==> src/rtl/pwm_fade_ctrl_if.sv <==
// Control/status bundle between a fade sequencer (master) and pwm_fade_ctrl (slave).
// fsm_state mirrors the controller's state register for observation.
interface pwm_fade_ctrl_if #(
  parameter int BIT_WIDTH      = 8,
  parameter int INTERVAL_WIDTH = 16
);
  // start/stop are single-cycle strobes, sampled on the rising clock edge;
  // there is no ready: a request is always accepted, and stop wins over start.
  logic                      start;
  logic                      stop;
  logic [BIT_WIDTH-1:0]      target_duty;
  logic [BIT_WIDTH-1:0]      step_size;
  logic [INTERVAL_WIDTH-1:0] step_interval;
  logic [BIT_WIDTH-1:0]      max_value;
  logic                      breathe;
  logic [BIT_WIDTH-1:0]      duty;
  logic                      busy;
  logic                      done;
  logic [1:0]                fsm_state;

  modport master (
    output start, stop, target_duty, step_size, step_interval, max_value, breathe,
    input  duty, busy, done, fsm_state
  );

  modport slave (
    input  start, stop, target_duty, step_size, step_interval, max_value, breathe,
    output duty, busy, done, fsm_state
  );
endinterface

==> src/rtl/pwm_fade_ctrl.sv <==
// Ramps a PWM duty value toward a clamped target in fixed steps every interval+1 cycles.
// Optional continuous up/down breathing is enabled with the PWM_FADE_BREATHE_EN macro.
module pwm_fade_ctrl #(
  parameter int BIT_WIDTH      = 8,
  parameter int INTERVAL_WIDTH = 16
) (
  input  logic             clk,
  input  logic             rst,
  pwm_fade_ctrl_if.slave   bus
);
  typedef enum logic [1:0] {
    IDLE = 2'd0,
    RAMP = 2'd1,
    HOLD = 2'd2
  } state_t;

  state_t                    state_q;
  logic [BIT_WIDTH-1:0]      duty_q;
  logic                      busy_q;
  logic                      done_q;
  logic [INTERVAL_WIDTH-1:0] presc_q;
  logic [INTERVAL_WIDTH-1:0] interval_q;
  logic [BIT_WIDTH-1:0]      tgt_q;
  logic [BIT_WIDTH-1:0]      step_q;
`ifdef PWM_FADE_BREATHE_EN
  logic                      dir_down_q;
`endif

  logic [BIT_WIDTH-1:0] endpoint;
  logic [BIT_WIDTH-1:0] next_duty;
  logic [BIT_WIDTH-1:0] clamp_tgt;
  logic [BIT_WIDTH-1:0] start_step;
  logic                 tick;
  logic                 reached;
  logic                 breathe_mode;

  always_comb begin
    endpoint     = tgt_q;
    breathe_mode = 1'b0;
`ifdef PWM_FADE_BREATHE_EN
    breathe_mode = bus.breathe;
    if (dir_down_q) endpoint = '0;
`endif
    // Compare the remaining distance to the step instead of adding first,
    // so the step can never overshoot, underflow or wrap.
    next_duty = duty_q;
    if (duty_q < endpoint)
      next_duty = ((endpoint - duty_q) <= step_q) ? endpoint : duty_q + step_q;
    else if (duty_q > endpoint)
      next_duty = ((duty_q - endpoint) <= step_q) ? endpoint : duty_q - step_q;
    tick       = (presc_q == interval_q);
    reached    = (duty_q == endpoint) || (tick && (next_duty == endpoint));
    clamp_tgt  = (bus.target_duty > bus.max_value) ? bus.max_value : bus.target_duty;
    start_step = (bus.step_size == '0) ? BIT_WIDTH'(1) : bus.step_size;
  end

  always_ff @(posedge clk or posedge rst) begin
    if (rst) begin
      state_q    <= IDLE;
      duty_q     <= '0;
      busy_q     <= 1'b0;
      done_q     <= 1'b0;
      presc_q    <= '0;
      interval_q <= '0;
      tgt_q      <= '0;
      step_q     <= BIT_WIDTH'(1);
`ifdef PWM_FADE_BREATHE_EN
      dir_down_q <= 1'b0;
`endif
    end else begin
      done_q <= 1'b0;
      if (bus.stop) begin
        state_q <= IDLE;
        busy_q  <= 1'b0;
      end else if (bus.start) begin
        // Retarget keeps duty_q where it is; only the fade parameters change.
        state_q    <= RAMP;
        busy_q     <= 1'b1;
        tgt_q      <= clamp_tgt;
        step_q     <= start_step;
        interval_q <= bus.step_interval;
        presc_q    <= '0;
`ifdef PWM_FADE_BREATHE_EN
        dir_down_q <= 1'b0;
`endif
      end else if (state_q == RAMP) begin
        if (tick) begin
          presc_q <= '0;
          duty_q  <= next_duty;
        end else begin
          presc_q <= presc_q + INTERVAL_WIDTH'(1);
        end
        if (reached) begin
          done_q <= 1'b1;
          if (breathe_mode) begin
`ifdef PWM_FADE_BREATHE_EN
            dir_down_q <= ~dir_down_q;
`endif
          end else begin
            state_q <= HOLD;
            busy_q  <= 1'b0;
          end
        end
      end
    end
  end

  assign bus.duty      = duty_q;
  assign bus.busy      = busy_q;
  assign bus.done      = done_q;
  assign bus.fsm_state = state_q;
endmodule

==> src/flat_wrapper.sv <==
// flat-port wrapper written by rule: the top's interface ports become plain ports
module pwm_fade_ctrl_flat 
#(
  parameter int BIT_WIDTH      = 8,
  parameter int INTERVAL_WIDTH = 16
)
  (clk, rst, bus_start, bus_stop, bus_target_duty, bus_step_size, bus_step_interval, bus_max_value, bus_breathe, bus_duty, bus_busy, bus_done, bus_fsm_state);
  pwm_fade_ctrl_if #(.BIT_WIDTH(BIT_WIDTH), .INTERVAL_WIDTH(INTERVAL_WIDTH)) bus_i ();
  input  logic clk;
  input  logic rst;
  input wire logic [$bits(bus_i.start)-1:0] bus_start;
  input wire logic [$bits(bus_i.stop)-1:0] bus_stop;
  input wire logic [$bits(bus_i.target_duty)-1:0] bus_target_duty;
  input wire logic [$bits(bus_i.step_size)-1:0] bus_step_size;
  input wire logic [$bits(bus_i.step_interval)-1:0] bus_step_interval;
  input wire logic [$bits(bus_i.max_value)-1:0] bus_max_value;
  input wire logic [$bits(bus_i.breathe)-1:0] bus_breathe;
  output wire logic [$bits(bus_i.duty)-1:0] bus_duty;
  output wire logic [$bits(bus_i.busy)-1:0] bus_busy;
  output wire logic [$bits(bus_i.done)-1:0] bus_done;
  output wire logic [$bits(bus_i.fsm_state)-1:0] bus_fsm_state;
  assign bus_i.start = bus_start;
  assign bus_i.stop = bus_stop;
  assign bus_i.target_duty = bus_target_duty;
  assign bus_i.step_size = bus_step_size;
  assign bus_i.step_interval = bus_step_interval;
  assign bus_i.max_value = bus_max_value;
  assign bus_i.breathe = bus_breathe;
  assign bus_duty = bus_i.duty;
  assign bus_busy = bus_i.busy;
  assign bus_done = bus_i.done;
  assign bus_fsm_state = bus_i.fsm_state;
  pwm_fade_ctrl #(.BIT_WIDTH(BIT_WIDTH), .INTERVAL_WIDTH(INTERVAL_WIDTH)) u_core (.clk(clk), .rst(rst), .bus(bus_i));
endmodule
==> config.mk <==
export PLATFORM = sky130hd
export DESIGN_NAME = pwm_fade_ctrl_flat
export DESIGN_NICKNAME = d
export VERILOG_FILES = /design/src/rtl/pwm_fade_ctrl_if.sv /design/src/rtl/pwm_fade_ctrl.sv /design/src/flat_wrapper.sv
export SDC_FILE = /design/constraint.sdc
export NUM_CORES = 1
export LEC_CHECK = 0
export CAP_MARGIN = 10
export CORE_MARGIN = 2
export CORE_UTILIZATION = 29
export CTS_CLUSTER_DIAMETER = 100
export DETAILED_ROUTE_END_ITERATION = 10
export PLACE_DENSITY = 0.56
export SLEW_MARGIN = 20
export SYNTH_ARGS = -nofsm -noshare
export SYNTH_HDL_FRONTEND = slang
export SYNTH_SLANG_ARGS = --single-unit
export TNS_END_PERCENT = 100
==> constraint.sdc <==
create_clock -name clk -period 4.4 [get_ports clk]
set_input_delay 0.44 -clock clk [delete_from_list [all_inputs] [get_ports clk]]
set_output_delay 0.44 -clock clk [all_outputs]
set_load 0.05 [all_outputs]
==> impl_metrics.env, run 1 <==
export IMPL_outcome="finished, final reports clean"
export IMPL_timing_final_max_slew_violations=0
export IMPL_final_area_um2=6500
export IMPL_layout_nets=767
export IMPL_final_layout_size_suffix_gt1_share_pct=14.8
export IMPL_dp_final_hpwl_um=11900
export IMPL_crit_arrival_ns=4.46
export IMPL_dr_pass1_iters=5
export IMPL_cpMaxStageDelayCell="sky130_fd_sc_hd__or4_4"
export IMPL_clock_skew_final_ns=0.00718
export IMPL_postSynthNetCount=692
export IMPL_timing_final_crit_period_ns=4.20
export IMPL_edff_count_synth=0
export IMPL_drt_drc_violations_left=0
export IMPL_crit_type="flip-flop to flip-flop"
export IMPL_gp_congestion=0.962
export IMPL_total_of_endpoints_with_negative_setup_slack_in_the_final_report=0
export IMPL_regToRegStartpoint="u_core.bus.duty[2]"
export IMPL_antenna_found_initial=0
export IMPL_cts_inserted_buffers=9
export IMPL_die_w_um=137
export IMPL_power_mw=2.39
export IMPL_synth_lib_cells_used_distinct=70
export IMPL_min_period_over_period_pct=95.5
export IMPL_global_route_usage_total_pct=16.3
export IMPL_instances_no_fill=894
export IMPL_placedCellCount=875
export IMPL_placement_cell_area_um2=6100
export IMPL_critPathLaunchType="flip-flop"
export IMPL_ys_flop_type="sky130_fd_sc_hd__dfrtp_1"
export IMPL_synth_warnings=0
export IMPL_cellPowerDensity_nw_per_um2=367
export IMPL_startpoint="u_core.bus.duty[2]"
export IMPL_clock_latency_ns=0.33
export IMPL_root_buffer="sky130_fd_sc_hd__clkbuf_16"
export IMPL_syn_mean_instance_area_um2=8.75
export IMPL_placementRows=48
export IMPL_r2r_end="u_core.bus.done"
export IMPL_synthCells=590
export IMPL_timing_critical_path_buf_inv=1
export IMPL_synthMuxAreaShare_pct=5.48
export IMPL_top_level_ports=57
export IMPL_fin_worst_hold_slack_ns=0.495
export IMPL_number_of_flip_flops_and_latches_in_the_synthesized_netlist=59
export IMPL_h_tree_depth=3
export IMPL_cp_cell_sequence="buf_4, ha_1, o21bai_2, a21o_1, a21oi_1, xnor2_1, ha_1, a211oi_2, o21bai_2, and3b_2, o311a_1, o32a_2, a21oi_1, or4_4, or4b_1, a21oi_2"
export IMPL_clock_sinks=59
export IMPL_cellLeakagePower_nw=2.81
export IMPL_fin_util_pct=37.5
export IMPL_initial_utilization_pct=29.7
export IMPL_yosys_area_share_simple_pct=17.0
export IMPL_cts_path_max_buffers=2
export IMPL_synthesized_cell_area_um2=5160
export IMPL_worst_slew_margin_rel_pct=42.6
export IMPL_crit_path_end_kind="flip-flop"
export IMPL_max_freq_mhz=238
export IMPL_grt_pass1_vias=4608
export IMPL_drtIter0Drc=304
export IMPL_port_buffer_count=55
export IMPL_synth_compound_gate_area_share_pct=19.6
export IMPL_first_pass_grt_wire_length_um=24000
export IMPL_crit_path_max_fanout=5
export IMPL_num_vias=4668
export IMPL_async_set_or_reset_flop_fraction_in_the_synthesized_netlist_pct=100
export IMPL_critPathTopFamily="compound AO/OA/AOI/OAI gates"
export IMPL_cts_tree="built"
export IMPL_hold_class="primary input to asynchronous set/reset pin"
export IMPL_fp_dieArea_um2=18900
export IMPL_n_antenna_cell=0
export IMPL_fp_coreArea_um2=17400
export IMPL_detail_route_vias_per_cell=5.22
export IMPL_mostFrequentLayoutCells="57 x sky130_fd_sc_hd__nor2_1, 56 x sky130_fd_sc_hd__dfrtp_1, 55 x sky130_fd_sc_hd__clkdlybuf4s50_1"
export IMPL_final_hold_violation_count=0
export IMPL_layout_cells_most_common="sky130_fd_sc_hd__nor2_1"
export IMPL_max_cap_violations=0
export IMPL_wire_per_inst_um=16.8
export IMPL_area_growth_syn_to_layout_pct=26.0
export IMPL_drt_total_wl_um=15000
export IMPL_grt_ovfl_total=0
export IMPL_cp_peak_stage_delay_ns=0.57
export IMPL_vdd_ir_drop_worst_mv=0.131
export IMPL_synth_yosys_seq_area_share_pct=28.6
export IMPL_regToRegSetupSlack_ns=0.20
export IMPL_worst_setup_hold_path_clk_slew_ns=0.06
export IMPL_critPathRequiredTime_ns=4.66
export IMPL_reg2regPathDepth=16
export IMPL_yosys_area_share_adder_pct=14.4
export IMPL_holdBufCountCts=0
export IMPL_xor_xnor_fraction_of_synth_area_pct=9.00
export IMPL_synth_top_family_by_area="compound AO/OA/AOI/OAI gates"
export IMPL_chipHeight_um=137
export IMPL_remaining_antenna_violation_count_after_routing=0
export IMPL_grt_max_degree=51
export IMPL_worst_slew_pin_slew_ns=0.861
## sequential cells by signal, summed over array words and instances (netlist names)
| register | count |
|---|---|
| u_core.interval_q | 16 |
| u_core.presc_q | 16 |
| u_core.bus.duty | 8 |
| u_core.endpoint | 8 |
| u_core.step_q | 8 |
| u_core.bus.fsm_state | 2 |
| u_core.bus.done | 1 |
## cell usage after synthesis, types with 4 or more instances
cell / number / area share (%)
sky130_fd_sc_hd__dfrtp_1: 58 / 28
sky130_fd_sc_hd__a21oi_1: 43 / 4.2
sky130_fd_sc_hd__and4_1: 4 / 0.68
sky130_fd_sc_hd__a21o_1: 5 / 0.73
sky130_fd_sc_hd__o21a_1: 6 / 0.87
sky130_fd_sc_hd__nand3_1: 11 / 1.1
sky130_fd_sc_hd__nor3_1: 5 / 0.48
sky130_fd_sc_hd__inv_1: 44 / 3.2
sky130_fd_sc_hd__buf_2: 6 / 0.58
sky130_fd_sc_hd__ha_1: 53 / 13
sky130_fd_sc_hd__nor2b_1: 9 / 1.1
sky130_fd_sc_hd__fa_1: 4 / 1.6
sky130_fd_sc_hd__xnor2_1: 34 / 5.8
sky130_fd_sc_hd__nand4_1: 13 / 1.6
sky130_fd_sc_hd__mux2_2: 18 / 3.9
sky130_fd_sc_hd__a211oi_1: 9 / 1.3
sky130_fd_sc_hd__o22a_1: 6 / 1.0
sky130_fd_sc_hd__nor2_1: 57 / 4.1
sky130_fd_sc_hd__xor2_1: 19 / 3.2
sky130_fd_sc_hd__nand2b_1: 7 / 0.85
sky130_fd_sc_hd__nand2_1: 33 / 2.4
sky130_fd_sc_hd__mux2i_1: 8 / 1.6
sky130_fd_sc_hd__o21ai_0: 42 / 4.1
sky130_fd_sc_hd__buf_4: 4 / 0.58
sky130_fd_sc_hd__o21bai_1: 5 / 0.73
sky130_fd_sc_hd__clkbuf_1: 12 / 0.87
sky130_fd_sc_hd__o211ai_1: 4 / 0.58
## worst max-delay path by stage
stage | end | depth (start not counted)
3_5_place_dp | u_core.bus.done | 19
3_3_place_gp | u_core.bus.done | 19
5_1_grt | u_core.bus.done | 18
2_1_floorplan | u_core.bus.done | 18
4_1_cts | u_core.bus.done | 19
6_report | u_core.bus.done | 16
## layer usage
layer  GRT usage (%)  wire, um  share of wire (%)  vias up
li1                -         -                  -     2259
met1            21.6      6790                 45     2240
met2            27.1      7110                 47      146
met3            3.09       861                5.7       23
met4            4.75       246                1.6        0
met5               0         0                  0        -
## area by class of cell
cell class                      instances  area [um^2]
Fill cell                            1705        10900
Multi-Input combinational cell        460         3450
Sequential cell                        59         1480
Timing Repair Buffer                   91          833
Tap cell                              225          282
Clock buffer                           10          239
Inverter                               44          165
Clock inverter                          5         53.8
## metrics by stage
stage          setup slack [ns]  TNS [ns]
3_3_place_gp             0.0838         0
6_report                  0.197         0
5_1_grt                -0.00186  -0.00186
2_1_floorplan             0.136         0
3_5_place_dp           -0.00905  -0.00905
4_1_cts                  0.0546         0
## timing repair
action                     in CTS  in global routing
resized for setup               1                 21
cloned                          0                  0
pin swaps                       0                  4
setup endpoints to repair       1                  3
setup buffers                   0                  3
## power by group
part	switching (mW)	internal [mW]	total [mW]
Sequential	0.0511	0.591	0.642
Combinational	0.556	0.475	1.03
Clock	0.265	0.448	0.713
## kinds of logic (layout without fill, tap and decap cells)
kind of cell | count (synthesis) | in the layout
muxes | 26 | 26
and+or+nand+nor | 167 | 167
adders and majority gates | 57 | 57
AOI/OAI and AO/OA | 157 | 157
xor gates and xnor gates | 53 | 53
buffers and inverters | 71 | 150
DFF | 59 | 59
Power figures use the tool's default switching activity.
==> run 2, diff against run 1 <==
--- a/config.mk
+++ b/config.mk
@@ -5,12 +5,12 @@
 export SDC_FILE = /design/constraint.sdc
 export NUM_CORES = 1
 export LEC_CHECK = 0
-export CAP_MARGIN = 10
 export CORE_MARGIN = 2
 export CORE_UTILIZATION = 29
 export CTS_CLUSTER_DIAMETER = 100
 export DETAILED_ROUTE_END_ITERATION = 10
 export PLACE_DENSITY = 0.56
+export SKIP_CTS_REPAIR_TIMING = 1
 export SLEW_MARGIN = 20
 export SYNTH_ARGS = -nofsm -noshare
 export SYNTH_HDL_FRONTEND = slang
==> results of run 2 <==
Final layout, timing and power as in run 1 (identical DEF).
